**src/rtl/dial_adc_pkg.sv**
```systemverilog
// Shared constants, FSM encoding and command-bit helper for the dial ADC reader.
package dial_adc_pkg;

   localparam int unsigned ADC_W          = 12;
   localparam int unsigned FRAME_BITS     = 17;
   localparam int unsigned DATA_FIRST_BIT = 6;
   localparam int unsigned BIT_W          = 5;

   localparam logic CMD_START = 1'b1;
   localparam logic CMD_SGL   = 1'b1;
   localparam logic CMD_MSBF  = 1'b1;

   localparam logic [ADC_W-1:0] ADC_MAX = '1;

   typedef enum logic [2:0] {
      S_IDLE,
      S_SETUP,
      S_XFER,
      S_HOLD,
      S_FILTER
   } state_t;

   // MOSI level for frame bit k (1-based); bits past MSBF are don't-care, driven low.
   function automatic logic cmd_bit(input logic [BIT_W-1:0] k, input logic odd);
      case (k)
         BIT_W'(1): cmd_bit = CMD_START;
         BIT_W'(2): cmd_bit = CMD_SGL;
         BIT_W'(3): cmd_bit = odd;
         BIT_W'(4): cmd_bit = CMD_MSBF;
         default:   cmd_bit = 1'b0;
      endcase
   endfunction

endpackage

```
**src/rtl/dial_adc_filter.sv**
```systemverilog
// Boxcar average over 2^AVG_LOG2 samples followed by a hysteresis hold.
module dial_adc_filter
   import dial_adc_pkg::*;
#(
   parameter int unsigned AVG_LOG2 = 2,
   parameter int unsigned HYST     = 32
) (
   input  logic             clk,
   input  logic             rst,
   input  logic [ADC_W-1:0] sample_i,
   input  logic             valid_i,
   output logic [ADC_W-1:0] value_o
);

   localparam int unsigned DEPTH = 1 << AVG_LOG2;
   localparam int unsigned SUM_W = ADC_W + AVG_LOG2;
   localparam int unsigned PTR_W = (AVG_LOG2 == 0) ? 1 : AVG_LOG2;

   logic [ADC_W-1:0] win_q [DEPTH];
   logic [PTR_W-1:0] ptr_q, ptr_d;
   logic [SUM_W-1:0] sum_q, sum_d;
   logic             first_done_q, first_done_d;
   logic [ADC_W-1:0] held_q, held_d;
   logic [ADC_W-1:0] avg_c, diff_c;

   // Running-sum update, average and hysteresis decision for an incoming sample.
   always_comb begin
      sum_d        = sum_q;
      ptr_d        = ptr_q;
      held_d       = held_q;
      first_done_d = first_done_q;
      avg_c        = '0;
      diff_c       = '0;
      if (valid_i) begin
         if (!first_done_q) begin
            // Preload: the whole window looks like this sample, so the average is the sample.
            sum_d        = SUM_W'(sample_i) << AVG_LOG2;
            ptr_d        = '0;
            held_d       = sample_i;
            first_done_d = 1'b1;
         end else begin
            sum_d  = sum_q + SUM_W'(sample_i) - SUM_W'(win_q[ptr_q]);
            ptr_d  = (ptr_q == PTR_W'(DEPTH - 1)) ? '0 : ptr_q + PTR_W'(1);
            avg_c  = ADC_W'(sum_d >> AVG_LOG2);
            diff_c = (avg_c >= held_q) ? (avg_c - held_q) : (held_q - avg_c);
            if ((32'(diff_c) >= HYST) || (avg_c == '0) || (avg_c == ADC_MAX)) begin
               held_d = avg_c;
            end
         end
      end
   end

   // Window storage; contents are only meaningful once first_done is set.
   always_ff @(posedge clk) begin
      if (valid_i) begin
         if (!first_done_q) begin
            for (int i = 0; i < int'(DEPTH); i++) begin
               win_q[i] <= sample_i;
            end
         end else begin
            win_q[ptr_q] <= sample_i;
         end
      end
   end

   // Filter state registers.
   always_ff @(posedge clk) begin
      if (rst) begin
         sum_q        <= '0;
         ptr_q        <= '0;
         first_done_q <= 1'b0;
         held_q       <= '0;
      end else begin
         sum_q        <= sum_d;
         ptr_q        <= ptr_d;
         first_done_q <= first_done_d;
         held_q       <= held_d;
      end
   end

   assign value_o = held_q;

endmodule

```
**src/rtl/dial_adc_reader.sv**
```systemverilog
// SPI master for an MCP3202-style ADC feeding a filtered, hysteresis-held dial value.
module dial_adc_reader
   import dial_adc_pkg::*;
#(
   parameter int unsigned CLK_FREQ  = 50_000_000,
   parameter int unsigned SCLK_HZ   = 1_000_000,
   parameter int unsigned SAMPLE_HZ = 1000,
   parameter int unsigned CHANNEL   = 0,
   parameter int unsigned AVG_LOG2  = 2,
   parameter int unsigned HYST      = 32
) (
   input  logic             clk,
   input  logic             rst,
   input  logic             enable,
   input  logic             spi_miso,
   output logic             spi_sclk,
   output logic             spi_cs_n,
   output logic             spi_mosi,
   output logic [ADC_W-1:0] adc_dial_val,
   output logic             sample_valid
);

   localparam int unsigned HALF_DIV   = CLK_FREQ / (2 * SCLK_HZ);
   localparam int unsigned SAMPLE_DIV = CLK_FREQ / SAMPLE_HZ;
   localparam int unsigned DIV_W      = $clog2(HALF_DIV + 1);
   localparam int unsigned TMR_W      = $clog2(SAMPLE_DIV + 1);
   localparam logic        ODD_BIT    = 1'(CHANNEL % 2);

   // Launch period must exceed a full frame, otherwise the rate is silently frame-limited.
   if (SAMPLE_DIV <= 2 * HALF_DIV * 19 + 1) begin : g_rate_check
      $error("dial_adc_reader: SAMPLE_DIV too small for the SPI frame length");
   end

   state_t             state_q, state_d;
   logic [DIV_W-1:0]   div_q, div_d;
   logic [BIT_W-1:0]   bit_q, bit_d;
   logic [TMR_W-1:0]   tmr_q, tmr_d;
   logic               sclk_q, sclk_d;
   logic               cs_n_q, cs_n_d;
   logic               mosi_q, mosi_d;
   logic [ADC_W-1:0]   shift_q, shift_d;
   logic               valid_q, valid_d;
   logic               filt_valid_c;
   logic               phase_end_c;

   assign phase_end_c = (div_q == DIV_W'(HALF_DIV - 1));

   // Frame sequencing, SCLK generation, command shifting and MISO capture.
   always_comb begin
      state_d      = state_q;
      div_d        = div_q;
      bit_d        = bit_q;
      tmr_d        = (tmr_q != '0) ? tmr_q - TMR_W'(1) : tmr_q;
      sclk_d       = sclk_q;
      cs_n_d       = cs_n_q;
      mosi_d       = mosi_q;
      shift_d      = shift_q;
      valid_d      = 1'b0;
      filt_valid_c = 1'b0;
      case (state_q)
         S_IDLE: begin
            cs_n_d = 1'b1;
            sclk_d = 1'b0;
            mosi_d = 1'b0;
            if (enable && (tmr_q == '0)) begin
               state_d = S_SETUP;
               cs_n_d  = 1'b0;
               mosi_d  = cmd_bit(BIT_W'(1), ODD_BIT);
               div_d   = '0;
               tmr_d   = TMR_W'(SAMPLE_DIV - 1);
            end
         end
         S_SETUP: begin
            if (phase_end_c) begin
               state_d = S_XFER;
               div_d   = '0;
               bit_d   = BIT_W'(1);
            end else begin
               div_d = div_q + DIV_W'(1);
            end
         end
         S_XFER: begin
            if (!phase_end_c) begin
               div_d = div_q + DIV_W'(1);
            end else begin
               div_d = '0;
               if (!sclk_q) begin
                  // Rising edge: the ADC has held MISO stable through the low phase.
                  sclk_d = 1'b1;
                  if (bit_q >= BIT_W'(DATA_FIRST_BIT)) begin
                     shift_d = {shift_q[ADC_W-2:0], spi_miso};
                  end
               end else begin
                  sclk_d = 1'b0;
                  if (bit_q == BIT_W'(FRAME_BITS)) begin
                     state_d = S_HOLD;
                     cs_n_d  = 1'b1;
                     mosi_d  = 1'b0;
                  end else begin
                     bit_d  = bit_q + BIT_W'(1);
                     mosi_d = cmd_bit(bit_q + BIT_W'(1), ODD_BIT);
                  end
               end
            end
         end
         S_HOLD: begin
            if (phase_end_c) begin
               // Filter result and valid pulse both become visible during S_FILTER.
               state_d      = S_FILTER;
               div_d        = '0;
               valid_d      = 1'b1;
               filt_valid_c = 1'b1;
            end else begin
               div_d = div_q + DIV_W'(1);
            end
         end
         S_FILTER: begin
            state_d = S_IDLE;
         end
         default: begin
            state_d = S_IDLE;
         end
      endcase
   end

   // State and output registers.
   always_ff @(posedge clk) begin
      if (rst) begin
         state_q <= S_IDLE;
         div_q   <= '0;
         bit_q   <= '0;
         tmr_q   <= '0;
         sclk_q  <= 1'b0;
         cs_n_q  <= 1'b1;
         mosi_q  <= 1'b0;
         shift_q <= '0;
         valid_q <= 1'b0;
      end else begin
         state_q <= state_d;
         div_q   <= div_d;
         bit_q   <= bit_d;
         tmr_q   <= tmr_d;
         sclk_q  <= sclk_d;
         cs_n_q  <= cs_n_d;
         mosi_q  <= mosi_d;
         shift_q <= shift_d;
         valid_q <= valid_d;
      end
   end

   dial_adc_filter #(
      .AVG_LOG2 (AVG_LOG2),
      .HYST     (HYST)
   ) u_filter (
      .clk      (clk),
      .rst      (rst),
      .sample_i (shift_q),
      .valid_i  (filt_valid_c),
      .value_o  (adc_dial_val)
   );

   assign spi_sclk     = sclk_q;
   assign spi_cs_n     = cs_n_q;
   assign spi_mosi     = mosi_q;
   assign sample_valid = valid_q;

endmodule

```
**config.mk**
```make
export PLATFORM = sky130hd
export DESIGN_NAME = dial_adc_reader
export DESIGN_NICKNAME = d
export VERILOG_FILES = /design/src/rtl/dial_adc_pkg.sv /design/src/rtl/dial_adc_filter.sv /design/src/rtl/dial_adc_reader.sv
export SDC_FILE = /design/constraint.sdc
export NUM_CORES = 1
export LEC_CHECK = 0
export ABC_CLOCK_PERIOD_IN_PS = 8700
export CORE_MARGIN = 1
export CORE_UTILIZATION = 50
export DETAILED_ROUTE_END_ITERATION = 6
export PLACE_DENSITY = 0.67
export SYNTH_ARGS = -nofsm -noshare
export SYNTH_HDL_FRONTEND = slang
export SYNTH_SLANG_ARGS = --single-unit
```
**constraint.sdc**
```tcl
create_clock -name clk -period 8.7 [get_ports clk]
set_input_delay 1.74 -clock clk [delete_from_list [all_inputs] [get_ports clk]]
set_output_delay 1.74 -clock clk [all_outputs]
set_load 0.005 [all_outputs]
```
Word level (Yosys, flattened, before mapping):

Memories as Yosys holds them, arrays and structs flattened. A register that Yosys moved wholly into a read port is not among the register bits.
Cells that the tools add are included.

* memories: 1
* output and inout port bits: 16
* bits of input ports: 4
* word-level logic and storage cells: 116
* register bits: 74
* ROM bits: 0
* bits in writable memories: 48
* latch bits: 0

Memories
* u_filter.win_q: words 4, bits a word 12, rd ports 1, clocked after memory_dff 1, write ports 4, line dial_adc_filter.sv:19 `logic [ADC_W-1:0] win_q [DEPTH];`

* bitwise gates (word level): 1
* div/mod/pow operators: 0
* shift-type cells: 0
* equal/unequal tests: 18
* reductions and logical operators: 21
* mux-type cells: 51
* multiply operators: 0
* $lt $le $gt $ge: 3
* add/sub/neg operators: 8

Operators with widths (count)
* 12-bit 2-to-1 mux: 4
* 16-bit 2-to-1 mux: 3
* 5-bit 2-to-1 mux: 6
* 12-bit subtractor: 2
* 1-bit 2-to-1 mux: 20
* 5-bit one-hot mux with 2 select lines: 2
* 3-bit 2-to-1 mux: 6
* 16-bit logical NOT: 1
* 2-bit != test (second input constant): 8
* 16-bit nonzero test: 1
* 16-bit by 1-bit subtractor with 16-bit output (second input constant): 1
* 14-bit by 12-bit adder with 14-bit output: 1
* 14-bit 2-to-1 mux: 1
* 14-bit by 12-bit subtractor with 14-bit output: 1
* 12-bit equality test (second input constant): 1
* 12-bit greater-or-equal comparator: 1
* 12-bit by 6-bit greater-or-equal comparator with 1-bit output (second input constant): 1
* 12-bit logical NOT: 1
* 3-bit one-hot mux with 4 select lines: 1
* 12-bit OR reduction: 1
* 5-bit by 1-bit adder with 5-bit output (second input constant): 2
* 5-bit equality test (second input constant): 2
* 2-bit 2-to-1 mux: 5
* 4-bit AND reduction: 2
* 19 further kinds: 28

Depth between registers and ports, before layout:

* word-level depth: 9
* depth in mapped cells: 26

Hierarchy:

A second synthesis with hierarchy kept.

* cell total of the unflattened synthesis: 788
* area total of the unflattened synthesis: 7876.3 um^2

Modules (own cells, without submodules)
* dial_adc_filter: cells an instance 519, area each 5486.5 um^2, instances 1
* dial_adc_reader: cells an instance 269, area each 2389.8 um^2, instances 1

Worst setup path after synthesis:

Ideal clock, no wire load.

* path type: register to register
* start: register with a tool-made name
* end: register u_filter.held_q[1], in the netlist u_filter.value_o[1]
* setup time: 0.140 ns
* stages on the path, launching flop included: 25
* setup slack: 2.353 ns
* required time: 8.560 ns
* path buffers: 3
* data arrival time: 6.207 ns
* path through: dfxtp_1 > buf_1 > mux4_2 > fa_1 > inv_1 > ha_1 > and2_4 > a221oi_4 > a21oi_1 > nor3b_1 > o21ai_0 > nand2b_1 > inv_1 > ha_1 > o21ai_1 > a211oi_2 > a221o_1 > buf_2 > o2111a_1 > nor4_1 > nand3_1 > a2111oi_4 > a21o_1 > buf_6 > a211oi_2

RTL lines
* to (signal assigned): line dial_adc_filter.sv:77 `held_q <= held_d;`
* to (decl): line dial_adc_filter.sv:23 `logic [ADC_W-1:0] held_q, held_d;`

==> flow_metrics.tcl <==
set metrics [dict create \
    post_drt_wl_per_cell_um 17.9 \
    grt_max_degree 68 \
    clockBufferDepth 2 \
    place.gp.congestion 0.932 \
    core_um2 15100 \
    cts_resized 0 \
    nNetsFinal 909 \
    diodes 0 \
    clock_skew_ns 0.00686 \
    tightestPinTransition_ns 1.07 \
    drv_cap 0 \
    synth_nets 900 \
    synth_warnings 0 \
    start_util 0.511 \
    setup_viol 0 \
    p_switching_mw 0.383 \
    drive_gt1_frac 0.0906 \
    post-place-cells 1017 \
    ant_nets 0 \
    synth_top_family_by_area "compound AO/OA/AOI/OAI gates" \
    synth-xor-area-share 0.0326 \
    clkLatencyLatePin_ns 0.42 \
    ys_types 82 \
    syn2layout_area_growth_pct 11.3 \
    cts.sinks 124 \
    grt_usage 0.251 \
    dp_hpwl_mm 13.8 \
    antenna_found_initial 0 \
    place.port_buffers 19 \
    yosys-top-cells-count "inv_1 (93), nand2_1 (80), dfxtp_1 (76)" \
    grt_pass1_vias 6112 \
    critPathRequiredTime_ns 8.96 \
    final_cells 1049 \
    rows 45 \
    intPower_mw 1.12 \
    arrival_ns 7.96 \
    synth_ff_type "dfxtp_1" \
    status "finished clean" \
    worstSetupPathType "flop to flop" \
    die_h_um 126 \
    post-route-min-period_ns 7.70 \
    crit_path_max_fanout 12 \
    synth_cells 839 \
    p_seq_frac 0.436 \
    cts_setup_buffers 0 \
    critPathCaptureType "flop" \
    ys_top_cells_by_area "dfxtp_1 (20%), edfxtp_1 (19%), ha_1 (7.0%)" \
    die-area_um2 16000 \
    yosys.area.top_type "dfxtp_1" \
    ys_ff_latch 124 \
    crit_path_start_kind "flop" \
    timing.final.max_slew_violations 0 \
    rsz0062_at_grt "false" \
    switching_share 0.255 \
    timing.fmax_mhz 130 \
    synth_seq_area_share 0.383 \
    report.final.hold_viol_count 0 \
    cts_tree "done" \
    power_frac_comb 0.117 \
    worst_slew_margin_rel 0.285 \
    fp.dieW_um 126 \
    num_vias 6278 \
    p_leak_nw 3.27 \
    pwr-share-clk 0.447 \
    period_share 0.884 \
    synth.most_common_cell "inv_1" \
    ir_drop_uv 156 \
    synthSimpleGateAreaFrac 0.179 \
    drtPass1Iterations 5 \
    synth.area.mux_share 0.0469 \
    overflow 0 \
    htreeDepth 4 \
    netlist.area_leader.share 0.197 \
    drtIter0Drc 586 \
    synth_adder_area_share 0.106 \
    min_path_type "flop to flop" \
    cts.clk_slew.worst_paths_ns 0.06 \
    routed_wl_mm 18.8 \
    drc 0 \
    final.setup.tns_ns 0 \
    postSynth.asyncResetShare 0 \
    fillers 1272 \
    syn_avg_cell_area_um2 9.23 \
    ctsHoldBuffers 0 \
    synth_edf_count 48 \
    synth_compound_area_frac 0.184 \
    cts-buffers-inserted 17 \
    num_io_pins 20 \
    netlist_area_um2 7740 \
    viasPerCell 5.98 \
    cts-root-buf "clkbuf_16" \
    grt_pass1_wl_mm 31.1 \
    power_density_nw_per_um2 174 \
    hold-worst-slack_ns 0.454 \
]
worst max-delay path: stages (launching register included):
cell	delay [ns]
dfxtp_1	0.61
buf_4	0.27
mux4_2	0.55
fa_1	0.51
inv_1	0.04
ha_1	0.34
and2_4	0.18
a221o_1	0.37
o21ai_2	0.31
o21a_1	0.18
xnor2_1	0.32
ha_1	0.48
o21ai_1	0.22
a211oi_2	0.14
a221oi_2	0.77
and4_1	0.30
a2111oi_0	0.08
nor4_1	0.42
nand3_1	0.21
a2111oi_4	0.61
a21o_1	0.49
a211oi_1	0.14
placed cells by master (no fill, tap or decap), types with 5 or more instances in the layout:
master | netlist | layout
fa_1 | 14 | 14
nand3_1 | 22 | 22
inv_1 | 93 | 93
clkdlybuf4s50_1 | 0 | 18
nand2_1 | 80 | 80
o21ai_0 | 30 | 30
and4b_1 | 5 | 5
nor2b_1 | 5 | 5
o21ai_1 | 5 | 5
nand2b_1 | 7 | 7
xor2_1 | 10 | 10
nor3_1 | 17 | 17
nand4_1 | 14 | 14
and3_1 | 5 | 5
a31oi_1 | 6 | 6
dfxtp_1 | 76 | 76
mux2i_1 | 7 | 7
a211oi_2 | 9 | 9
a21o_1 | 6 | 6
nor4_1 | 9 | 9
xnor2_1 | 17 | 17
buf_4 | 1 | 9
clkbuf_16 | 0 | 18
a211oi_1 | 16 | 16
ha_1 | 43 | 43
mux4_2 | 12 | 12
nor2_1 | 68 | 68
a22oi_1 | 5 | 5
a21oi_1 | 71 | 71
o21a_1 | 6 | 6
edfxtp_1 | 48 | 48
or3_1 | 9 | 9
final timing paths:
| kind | start | end | slack [ns] | depth (start not counted) |
|---|---|---|---|---|
| worst max-delay path | flop | u_filter.value_o[7] | 1.00 | 21 |
| worst min-delay path | u_filter.sum_q[0] | u_filter.sum_q[0] | 0.45 | 2 |
| worst max register to register | flop | u_filter.value_o[7] | 1.00 | 21 |
| worst min register to register | u_filter.sum_q[0] | u_filter.sum_q[0] | 0.45 | 2 |
logic make-up after synthesis:
logic type	after synthesis
multiplexers	21
adder cells (fa/ha/maj)	57
buffers and inverters	131
XOR/XNOR	28
AO/OA/AOI/OAI	205
AND/OR/NAND/NOR	273
flip-flops	124
metal layers:
layer	vias to the layer above	wire length [µm]	track usage
li1	3034	-	-
met1	2966	8700	0.333
met2	240	8690	0.409
met3	38	910	0.0489
met4	0	454	0.0914
met5	-	0	0
power groups by stage:
stage | registers (mW) | logic [mW] | clock network [mW]
2_1_floorplan | 0.657 | 0.148 | 0
3_3_place_gp | 0.664 | 0.170 | 0
3_5_place_dp | 0.665 | 0.175 | 0
4_1_cts | 0.653 | 0.177 | 0.682
5_1_grt | 0.658 | 0.201 | 0.707
6_report | 0.654 | 0.176 | 0.671
sequential cells by signal, indices dropped and copies added (netlist names), named ones only:
name                   count
u_filter.ptr_q             2
u_filter.sum_q            14
spi_cs_n                   1
shift_q                   12
u_filter.win_q            48
spi_sclk                   1
tmr_q                     16
u_filter.first_done_q      1
div_q                      5
u_filter.value_o          12
bit_q                      5
state_q                    3
sample_valid               1
spi_mosi                   1
cell type report:
cell class | count | area, µm² | area share
clock inverters | 12 | 111 | 0.0129
inverters | 93 | 349 | 0.0405
well taps | 188 | 235 | 0.0273
flip-flops and latches | 124 | 2960 | 0.344
repair buffers | 28 | 253 | 0.0293
clock buffers | 20 | 458 | 0.0532
multi-input cells | 584 | 4250 | 0.493
stage by stage:
step                area, µm²  setup WS (ns)  power [mW]   util
CTS                      8610           1.16        1.51  0.569
detailed placement       8050           1.22       0.841  0.531
floorplan                7740           2.35       0.805      -
global route             8610          0.496        1.57  0.569
finish                   8610           1.00        1.50  0.569
global placement         8050           1.33       0.834  0.531
No activity file was read; power rests on OpenSTA's default activity.
